[src/rtl/b002_encoder.sv]
// IRIG-B002 pulse-width time-code generator: one 100-bit frame per second from AXI-Stream.
// Optional external PPS alignment is enabled with B002_EXT_PPS_EN.
module b002_encoder #(
  parameter int BIT_PERIOD = 500000,
  parameter int WIDTH_0    = 100000,
  parameter int WIDTH_1    = 250000,
  parameter int WIDTH_P    = 400000,
  parameter int CNT_W      = 20
) (
  input  logic         clk_50MHz,
  input  logic         resetn,
  input  logic         enable,
  input  logic [99:0]  s_axis_tdata,
  input  logic         s_axis_tvalid,
  output logic         s_axis_tready,
  output logic         irig_out,
  output logic         frame_start,
  output logic [6:0]   bit_index,
  output logic         underrun
`ifdef B002_EXT_PPS_EN
  ,
  input  logic         pps_in,
  output logic         pps_err
`endif
);

  localparam logic [CNT_W-1:0] LP_BP_M1 = CNT_W'(BIT_PERIOD - 1);
  localparam logic [CNT_W-1:0] LP_W0    = CNT_W'(WIDTH_0);
  localparam logic [CNT_W-1:0] LP_W1    = CNT_W'(WIDTH_1);
  localparam logic [CNT_W-1:0] LP_WP    = CNT_W'(WIDTH_P);

`ifdef B002_EXT_PPS_EN
  typedef enum logic [1:0] {S_IDLE, S_RUN, S_WAIT_PPS} t_state;
`else
  typedef enum logic [1:0] {S_IDLE, S_RUN} t_state;
`endif

  t_state           r_state;
  logic [CNT_W-1:0] r_cnt;
  logic [6:0]       r_bit;
  logic [99:0]      r_hold;
  logic             r_hold_full;
  logic [99:0]      r_active;
  logic             r_irig;
  logic             r_frame_start;
  logic             r_underrun;

  logic             w_xfer;
  logic             w_bit_end;
  logic             w_last_bit;
  logic             w_boundary;
  logic [CNT_W-1:0] w_width;
  logic [CNT_W-1:0] w_cnt_inc;

  function automatic logic [CNT_W-1:0] f_width(input logic [6:0] k, input logic [99:0] frame);
    if ((k == 7'd0) || ((k % 7'd10) == 7'd9)) return LP_WP;
    else if (frame[k])                        return LP_W1;
    else                                      return LP_W0;
  endfunction

`ifdef B002_EXT_PPS_EN
  logic r_pps_meta;
  logic r_pps_sync;
  logic r_pps_prev;
  logic r_pps_err;
  logic w_pps_edge;

  always_ff @(posedge clk_50MHz or negedge resetn) begin
    if (!resetn) begin
      r_pps_meta <= 1'b0;
      r_pps_sync <= 1'b0;
      r_pps_prev <= 1'b0;
    end else begin
      r_pps_meta <= pps_in;
      r_pps_sync <= r_pps_meta;
      r_pps_prev <= r_pps_sync;
    end
  end

  assign w_pps_edge = r_pps_sync & ~r_pps_prev;
  assign pps_err    = r_pps_err;
`endif

  assign w_xfer     = s_axis_tvalid & ~r_hold_full;
  assign w_bit_end  = (r_cnt == LP_BP_M1);
  assign w_last_bit = (r_bit == 7'd99);
  assign w_width    = f_width(r_bit, r_active);
  assign w_cnt_inc  = r_cnt + 1'b1;

  always_comb begin
    w_boundary = 1'b0;
`ifdef B002_EXT_PPS_EN
    // A PPS edge in the low phase of bit 99 cuts that bit short and starts the frame.
    if ((r_state == S_WAIT_PPS) && w_pps_edge)
      w_boundary = 1'b1;
    else if ((r_state == S_RUN) && w_last_bit && enable && w_pps_edge && (r_cnt >= LP_WP))
      w_boundary = 1'b1;
`else
    if ((r_state == S_IDLE) && enable)
      w_boundary = 1'b1;
    else if ((r_state == S_RUN) && w_bit_end && w_last_bit && enable)
      w_boundary = 1'b1;
`endif
  end

  always_ff @(posedge clk_50MHz or negedge resetn) begin
    if (!resetn) begin
      r_state       <= S_IDLE;
      r_cnt         <= '0;
      r_bit         <= '0;
      r_hold        <= '0;
      r_hold_full   <= 1'b0;
      r_active      <= '0;
      r_irig        <= 1'b0;
      r_frame_start <= 1'b0;
      r_underrun    <= 1'b0;
`ifdef B002_EXT_PPS_EN
      r_pps_err     <= 1'b0;
`endif
    end else begin
      r_frame_start <= 1'b0;
      r_underrun    <= 1'b0;
`ifdef B002_EXT_PPS_EN
      r_pps_err     <= 1'b0;
`endif

      // A word arriving on the boundary cycle while empty is kept for the next frame.
      if (w_boundary && r_hold_full) begin
        r_active    <= r_hold;
        r_hold_full <= 1'b0;
      end else if (w_xfer) begin
        r_hold      <= s_axis_tdata;
        r_hold_full <= 1'b1;
      end
      if (w_boundary) r_underrun <= ~r_hold_full;

      if (w_boundary) begin
        r_state       <= S_RUN;
        r_cnt         <= '0;
        r_bit         <= '0;
        r_irig        <= 1'b1;
        r_frame_start <= 1'b1;
      end else begin
        case (r_state)
          S_IDLE: begin
            r_cnt  <= '0;
            r_bit  <= '0;
            r_irig <= 1'b0;
`ifdef B002_EXT_PPS_EN
            if (enable) r_state <= S_WAIT_PPS;
`endif
          end
`ifdef B002_EXT_PPS_EN
          S_WAIT_PPS: begin
            r_cnt  <= '0;
            r_bit  <= '0;
            r_irig <= 1'b0;
            if (!enable) r_state <= S_IDLE;
          end
`endif
          S_RUN: begin
`ifdef B002_EXT_PPS_EN
            r_pps_err <= w_pps_edge;
`endif
            if (w_bit_end) begin
              r_cnt <= '0;
              if (w_last_bit) begin
                r_bit  <= '0;
                r_irig <= 1'b0;
`ifdef B002_EXT_PPS_EN
                r_state <= enable ? S_WAIT_PPS : S_IDLE;
`else
                r_state <= S_IDLE;
`endif
              end else begin
                r_bit  <= r_bit + 7'd1;
                r_irig <= 1'b1;
              end
            end else begin
              r_cnt  <= w_cnt_inc;
              r_irig <= (w_cnt_inc < w_width);
            end
          end
          default: r_state <= S_IDLE;
        endcase
      end
    end
  end

  assign s_axis_tready = ~r_hold_full;
  assign irig_out      = r_irig;
  assign frame_start   = r_frame_start;
  assign bit_index     = r_bit;
  assign underrun      = r_underrun;

endmodule

[config.mk]
export PLATFORM = sky130hd
export DESIGN_NAME = b002_encoder
export DESIGN_NICKNAME = d
export VERILOG_FILES = /design/src/rtl/b002_encoder.sv
export SDC_FILE = /design/constraint.sdc
export NUM_CORES = 1
export LEC_CHECK = 0
export CAP_MARGIN = 20
export CORE_ASPECT_RATIO = 0.6
export CORE_MARGIN = 10
export CORE_UTILIZATION = 40
export DETAILED_ROUTE_END_ITERATION = 7
export GPL_TIMING_DRIVEN = 0
export PLACE_DENSITY = 0.57
export REMOVE_ABC_BUFFERS = 1
export SLEW_MARGIN = 25
export SYNTH_ARGS = -nofsm -noshare
export SYNTH_HDL_FRONTEND = slang
export SYNTH_SLANG_ARGS = --single-unit
[constraint.sdc]
create_clock -name clk_50MHz -period 5.4 [get_ports clk_50MHz]
set_input_delay 1.08 -clock clk_50MHz [delete_from_list [all_inputs] [get_ports clk_50MHz]]
set_output_delay 1.08 -clock clk_50MHz [all_outputs]
set_load 0.03 [all_outputs]
* Word level (Yosys, flattened, before mapping) *
Index checks and enable logic that the tools add are counted.

storage, ports and cells
  output and inout bits = 11
  logic and storage cells = 62
  bits in registers = 233
  input bits = 104

operators by class
  equal/unequal tests = 7
  $add $sub $neg = 2
  divide/modulo/power cells = 1
  bitwise logic cells = 3
  magnitude comparators = 2
  mux-type cells = 25
  reduce and logical (&&, ||, !) cells = 13

operators by type and width
  kind                                                                    count
  20-bit two-way mux                                                      3
  20-bit case mux with 2 select lines                                     1
  7-bit two-way mux                                                       3
  20-bit by 1-bit adder with 20-bit output, second input constant         1
  20-bit by 19-bit == test with 1-bit output, second input constant       1
  20-bit < comparator                                                     1
  18-bit two-way mux                                                      1
  7-bit case mux with 2 select lines                                      1
  1-bit two-way mux                                                       10
  7-bit by 8-bit < comparator with 1-bit output, second input constant    1
  7-bit by 1-bit adder with 7-bit output, second input constant           1
  1-bit binary-select mux with 7-bit select                               1
  7-bit by 4-bit == test with 1-bit output, second input constant         1
  7-bit == test, second input constant                                    1
  7-bit zero test                                                         1
  7-bit by 4-bit remainder unit with 7-bit output, second input constant  1
  2-bit two-way mux                                                       3
  3-bit inequality test, second input constant                            2
  1-bit logical AND                                                       5
  2-bit case mux with 2 select lines                                      1
  2-bit AND reduction                                                     2
  3-bit AND reduction                                                     1
  3-bit nonzero test                                                      1
  2-bit by 1-bit == test with 1-bit output, second input constant         1
  other kinds (7)                                                         8

* Logic depth before layout (Yosys ltp) *
  depth after elaboration = 9
  depth in mapped cells = 18
  depth with buffers taken out = 17

* Worst setup path after synthesis *
OpenSTA, ideal clock, no wires.

  kind = register to register
  from = reg r_bit[5] (netlist: bit_index[5])
  to = reg r_irig (netlist: irig_out)
  clock period less this slack = 3829 ps
  slack = 1571 ps
  arrival = 3746 ps
  cell stages (with the launch flop) = 19
  setup time = 83 ps
  data required time = 5317 ps
  cell sequence = dfrtp_1 buf_2 inv_1 ha_1 o21bai_1 a221oi_1 o21bai_1 and3b_1 o311a_1 or2_2 inv_1 nand2_1 ha_1 or3_1 o21ai_0 a21oi_1 o2111ai_1 o211ai_1 o21ai_0

between the ends
  cells in the longest elaborated chain, start to end = 8
  elaborated cells between the ends (all ways) = 19
  classes of those cells = div (1); order compare (1); eq/ne (2); mux (10); reduce/logical (5)

ends and longest elaborated chain
  element                                                                                                              RTL line  source
  start, declared                                                                                                      40        logic [6:0] r_bit;
  start signal, assigned                                                                                               176       r_bit <= r_bit + 7'd1;
  7-bit by 4-bit remainder unit with 7-bit output / 1-bit binary-select mux with 7-bit select (equally long branches)  56, 57
  7-bit by 4-bit == test with 1-bit output / 1-bit two-way mux (equally long branches)                                 56, 57
  1-bit logical OR / 18-bit two-way mux (equally long branches)                                                        56, 57
  20-bit two-way mux                                                                                                   56        if ((k == 7'd0) || ((k % 7'd10) == 7'd9)) return LP_WP;
  20-bit < comparator                                                                                                  181       r_irig <= (w_cnt_inc < w_width);
  1-bit two-way mux                                                                                                    165       if (w_bit_end) begin
  1-bit case mux with 2 select lines                                                                                   144       case (r_state)
  1-bit two-way mux                                                                                                    137       if (w_boundary) begin
  end signal, assigned                                                                                                 181
  end, declared                                                                                                        44        logic r_irig;

Parallel ways exist; a longest one is shown, timed or not. The select of a mux whose other input is x is not followed.
A chain may end at the register's enable or synchronous reset.

* Worst setup path after layout *
  from = reg r_bit[4] (netlist: bit_index[4])
  to = reg r_irig (netlist: irig_out)

Same word-level chain as after synthesis.

==> flow_summary.ini <==
[outcome]
status = complete, no violations

[setup_path]
critical-path-top-delay-family = compound AO/OA/AOI/OAI gates
critPathRequiredTime_ps = 5790
critPathCaptureType = flip-flop
worst_path_max_delay_cell = sky130_fd_sc_hd__dfrtp_1
worst-path-buf-inv = 2
crit_chain = inv_1, ha_1, o21bai_1, a221oi_1, o21bai_1, and3b_1, o311a_1, or2_2, inv_1, nand2_1, ha_1, or3_1, o21ai_0, a21oi_1, o2111ai_1, o211ai_1, o21ai_0
r2r_cells = 17
crit_path_start = bit_index[4]
register_to_register_setup_slack_ps = 700
worst_setup_path_start_kind = flip-flop
reg2reg_from = bit_index[4]
critPathArrivalTime_ps = 5090
worst-path-max-fanout = 17
max_stage_delay_ps = 740
worstSetupPathType = reg -> reg
crit-reg2reg-capture = irig_out

[floorplanning]
die_area_um2 = 33600
rows = 45
io_pins = 115
core_area_um2 = 25700
floorplan.initialDensity = 0.412
vertical_extent_of_the_die_um = 146
die-width_um = 230

[route]
vias = 6563
detail_route.wl_per_cell_um = 19.5
drt_drc_violations_left = 0
first_iter_violations = 439
final_antenna_net_count = 0
routed_wirelength_um = 24400
first_pass_iters = 5
vias_per_cell = 5.24

[cts]
clock_pin_transition_on_the_worst_setup_and_hold_timing_paths_ps = 70
cts_repair_resize_count = 0
cts.sinks = 232
clk_root_buffer_cell = sky130_fd_sc_hd__clkbuf_16
clk_latency_ps = 510
number_of_buffers_created_by_cts = 23
cts.path.max_buffers = 3
cts_hold_repair.buffers = 0
post_cts_buffers = 0
cts_tree = yes
htree_num_levels = 1

[synth]
synth.ff_latch_count = 232
yosys_warnings = 0
synth_edf_count = 0
post-synth-top-area-cell = sky130_fd_sc_hd__dfrtp_1
netlist_area_um2 = 10600
post_synth_num_cell_types = 62
biggest_area_contributors_in_the_synthesized_netlist = sky130_fd_sc_hd__dfrtp_1 (55%), sky130_fd_sc_hd__mux2_2 (12%), sky130_fd_sc_hd__mux2_1 (9.5%), sky130_fd_sc_hd__mux4_2 (3.2%), sky130_fd_sc_hd__ha_1 (2.2%)
async_flop_share = 1.00
synth_area_per_cell_um2 = 13.6
syn-instance-count = 776
post_synthesis_sequential_area_ratio = 0.549
synth-main-ff-cell = sky130_fd_sc_hd__dfrtp_1
post-synth-top-area-fraction = 0.549

[timing]
finalSetupViolCount = 0
finalMaxSlewViolations = 0
tightest_slew_ps = 776
grt_setup_unrepaired = no
tcrit_tclk_final = 0.871
min_period_ps = 4700
final_hold_viol_count = 0
max_freq_ghz = 0.213
fin_skew_ps = 12.8
slew_headroom = 0.482

[pwr]
leakage_uw = 0.00585
sw_frac_of_total = 0.238
totalPowerFinal_uw = 3980
switching_power_of_the_nets_uw = 949
pwr-share-seq = 0.498
pwr-share-clk = 0.396
power_report.internal_total_uw = 3030
power_density_nw_per_um2 = 307
power.ir.vdd_worst_mv = 0.152
power_frac_comb = 0.105

[place]
placed_cells_incl_taps = 1212
place.gp.congestion = 0.807
portBuffers = 114
dp_hpwl_um = 17400

[hold_path]
hp-class = reg -> reg
hold-path-cell-count = 1
timing.hold.worst.start = r_active[25]
worst_hold_path_endpoint = r_active[25]

[job]
drv.max_cap_violation_count = 0

[finish]
antenna_diode_count = 0
finish.utilization = 0.504
nets = 1008
final_layout_size_suffix_gt1_frac = 0.212
final-instance-count-excl-fill = 1252
num-fill-cells = 2195
syn_to_final_growth_pct = 22.5

[global_route]
number_of_global_route_vias_before_repair = 7068
grt.overflow.total = 0
grt_pass1_wl_um = 40000
grt_max_degree = 96
grt_util_all_layers = 0.146
antenna_violations_before_repair = 0
==> metal layers <==
metal | vias up | routed length (µm) | GRT usage
met5 | - | 0 | 0
met2 | 134 | 10700 | 0.219
met3 | 23 | 1040 | 0.0323
met1 | 3365 | 12400 | 0.212
met4 | 0 | 324 | 0.0269
li1 | 3041 | - | -
==> per-stage QoR <==
step / setup WS (ps) / cell area (µm²) / hold slack [ps] / TNS, ps
after floorplan: -760 / 10300 / 450 / -75960
after global placement: -6110 / 11900 / 464 / -1990380
after detailed placement: 809 / 12200 / 474 / 0
after CTS: 788 / 13000 / 488 / 0
after global routing: 449 / 13000 / 499 / 0
final: 697 / 13000 / 481 / 0
==> layout make-up <==
type                       count  area (µm²)  share of cell area
multi-input combinational    488        4480               0.346
clock buffer                  35         681              0.0526
tap                          352         440              0.0340
timing repair buffer         126        1430               0.110
sequential                   232        5810               0.449
clock inverter                 5        55.1             0.00425
inverter                      14        52.6             0.00406
==> worst max path at each step <==
stage | endpoint | slack, ps | cells after the start
floorplan | r_hold[0] | -760 | 2
global placement | r_active[42] | -6110 | 1
detailed placement | irig_out | 810 | 16
CTS | irig_out | 790 | 16
global route | irig_out | 450 | 16
finish | irig_out | 700 | 17
==> cell usage in the layout, fill, tap and decap left out, types with 4 or more instances in the layout <==
cell type                         count
sky130_fd_sc_hd__dfrtp_1            228
sky130_fd_sc_hd__mux2_2             114
sky130_fd_sc_hd__clkdlybuf4s50_1    113
sky130_fd_sc_hd__mux2_1              89
sky130_fd_sc_hd__nor2_1              28
sky130_fd_sc_hd__nand2_1             26
sky130_fd_sc_hd__clkbuf_16           23
sky130_fd_sc_hd__nand3_1             22
sky130_fd_sc_hd__mux2i_1             19
sky130_fd_sc_hd__ha_1                19
sky130_fd_sc_hd__mux4_2              15
sky130_fd_sc_hd__o21ai_0             14
sky130_fd_sc_hd__inv_1               13
sky130_fd_sc_hd__nor2b_1             12
sky130_fd_sc_hd__xnor2_1             11
sky130_fd_sc_hd__nor3_1              11
sky130_fd_sc_hd__nand4_1             10
sky130_fd_sc_hd__and2_1              10
sky130_fd_sc_hd__a21oi_1              9
sky130_fd_sc_hd__buf_16               7
sky130_fd_sc_hd__xor2_1               6
sky130_fd_sc_hd__clkbuf_8             6
sky130_fd_sc_hd__clkbuf_1             6
sky130_fd_sc_hd__a211oi_1             5
sky130_fd_sc_hd__or3_1                4
sky130_fd_sc_hd__and3_1               4
sky130_fd_sc_hd__nor4_1               4
sky130_fd_sc_hd__a22oi_1              4
sky130_fd_sc_hd__buf_12               4
==> synth_stat cells (3+ instances only) <==
cell / number
sky130_fd_sc_hd__nor4_1: 4
sky130_fd_sc_hd__nor2_1: 28
sky130_fd_sc_hd__o21bai_1: 3
sky130_fd_sc_hd__a31o_2: 3
sky130_fd_sc_hd__xnor2_1: 11
sky130_fd_sc_hd__buf_2: 8
sky130_fd_sc_hd__o21ai_0: 14
sky130_fd_sc_hd__inv_1: 13
sky130_fd_sc_hd__o22ai_1: 3
sky130_fd_sc_hd__ha_1: 19
sky130_fd_sc_hd__clkbuf_1: 18
sky130_fd_sc_hd__nor2b_1: 13
sky130_fd_sc_hd__nor3_1: 11
sky130_fd_sc_hd__xor2_1: 6
sky130_fd_sc_hd__mux2_2: 114
sky130_fd_sc_hd__mux2_1: 89
sky130_fd_sc_hd__nand4_1: 10
sky130_fd_sc_hd__mux4_2: 15
sky130_fd_sc_hd__buf_4: 4
sky130_fd_sc_hd__nand2b_1: 3
sky130_fd_sc_hd__nand3_1: 22
sky130_fd_sc_hd__nand2_1: 26
sky130_fd_sc_hd__a21oi_1: 9
sky130_fd_sc_hd__a211oi_1: 5
sky130_fd_sc_hd__and3_1: 4
sky130_fd_sc_hd__and2_1: 11
sky130_fd_sc_hd__buf_6: 10
sky130_fd_sc_hd__nor3b_1: 3
sky130_fd_sc_hd__dfrtp_1: 232
sky130_fd_sc_hd__mux2i_1: 19
sky130_fd_sc_hd__or3_1: 4
sky130_fd_sc_hd__a22oi_1: 4
==> sequential cells by signal, indices dropped and copies added, names as in the netlist <==
name / cells
r_hold: 100
r_cnt: 20
r_state: 1
r_active: 100
frame_start: 1
r_hold_full: 1
irig_out: 1
underrun: 1
bit_index: 7
==> power by group through the flow <==
stage	Sequential, µW	Combinational (µW)	Clock, µW
final	1980	419	1580
after global routing	2000	465	1700
after CTS	1990	426	1630
after detailed placement	2020	422	0
after global placement	2030	380	0
after floorplan	1990	229	0
==> logic make-up after synthesis <==
family | after synthesis | synth area share
compound gates | 70 | 0.0477
fa+ha+maj | 19 | 0.0225
xor+xnor | 17 | 0.0141
buf+inv | 56 | 0.0293
flops | 232 | 0.549
simple gates | 145 | 0.0713
mux | 237 | 0.266
(Power assumes the default switching activity.)
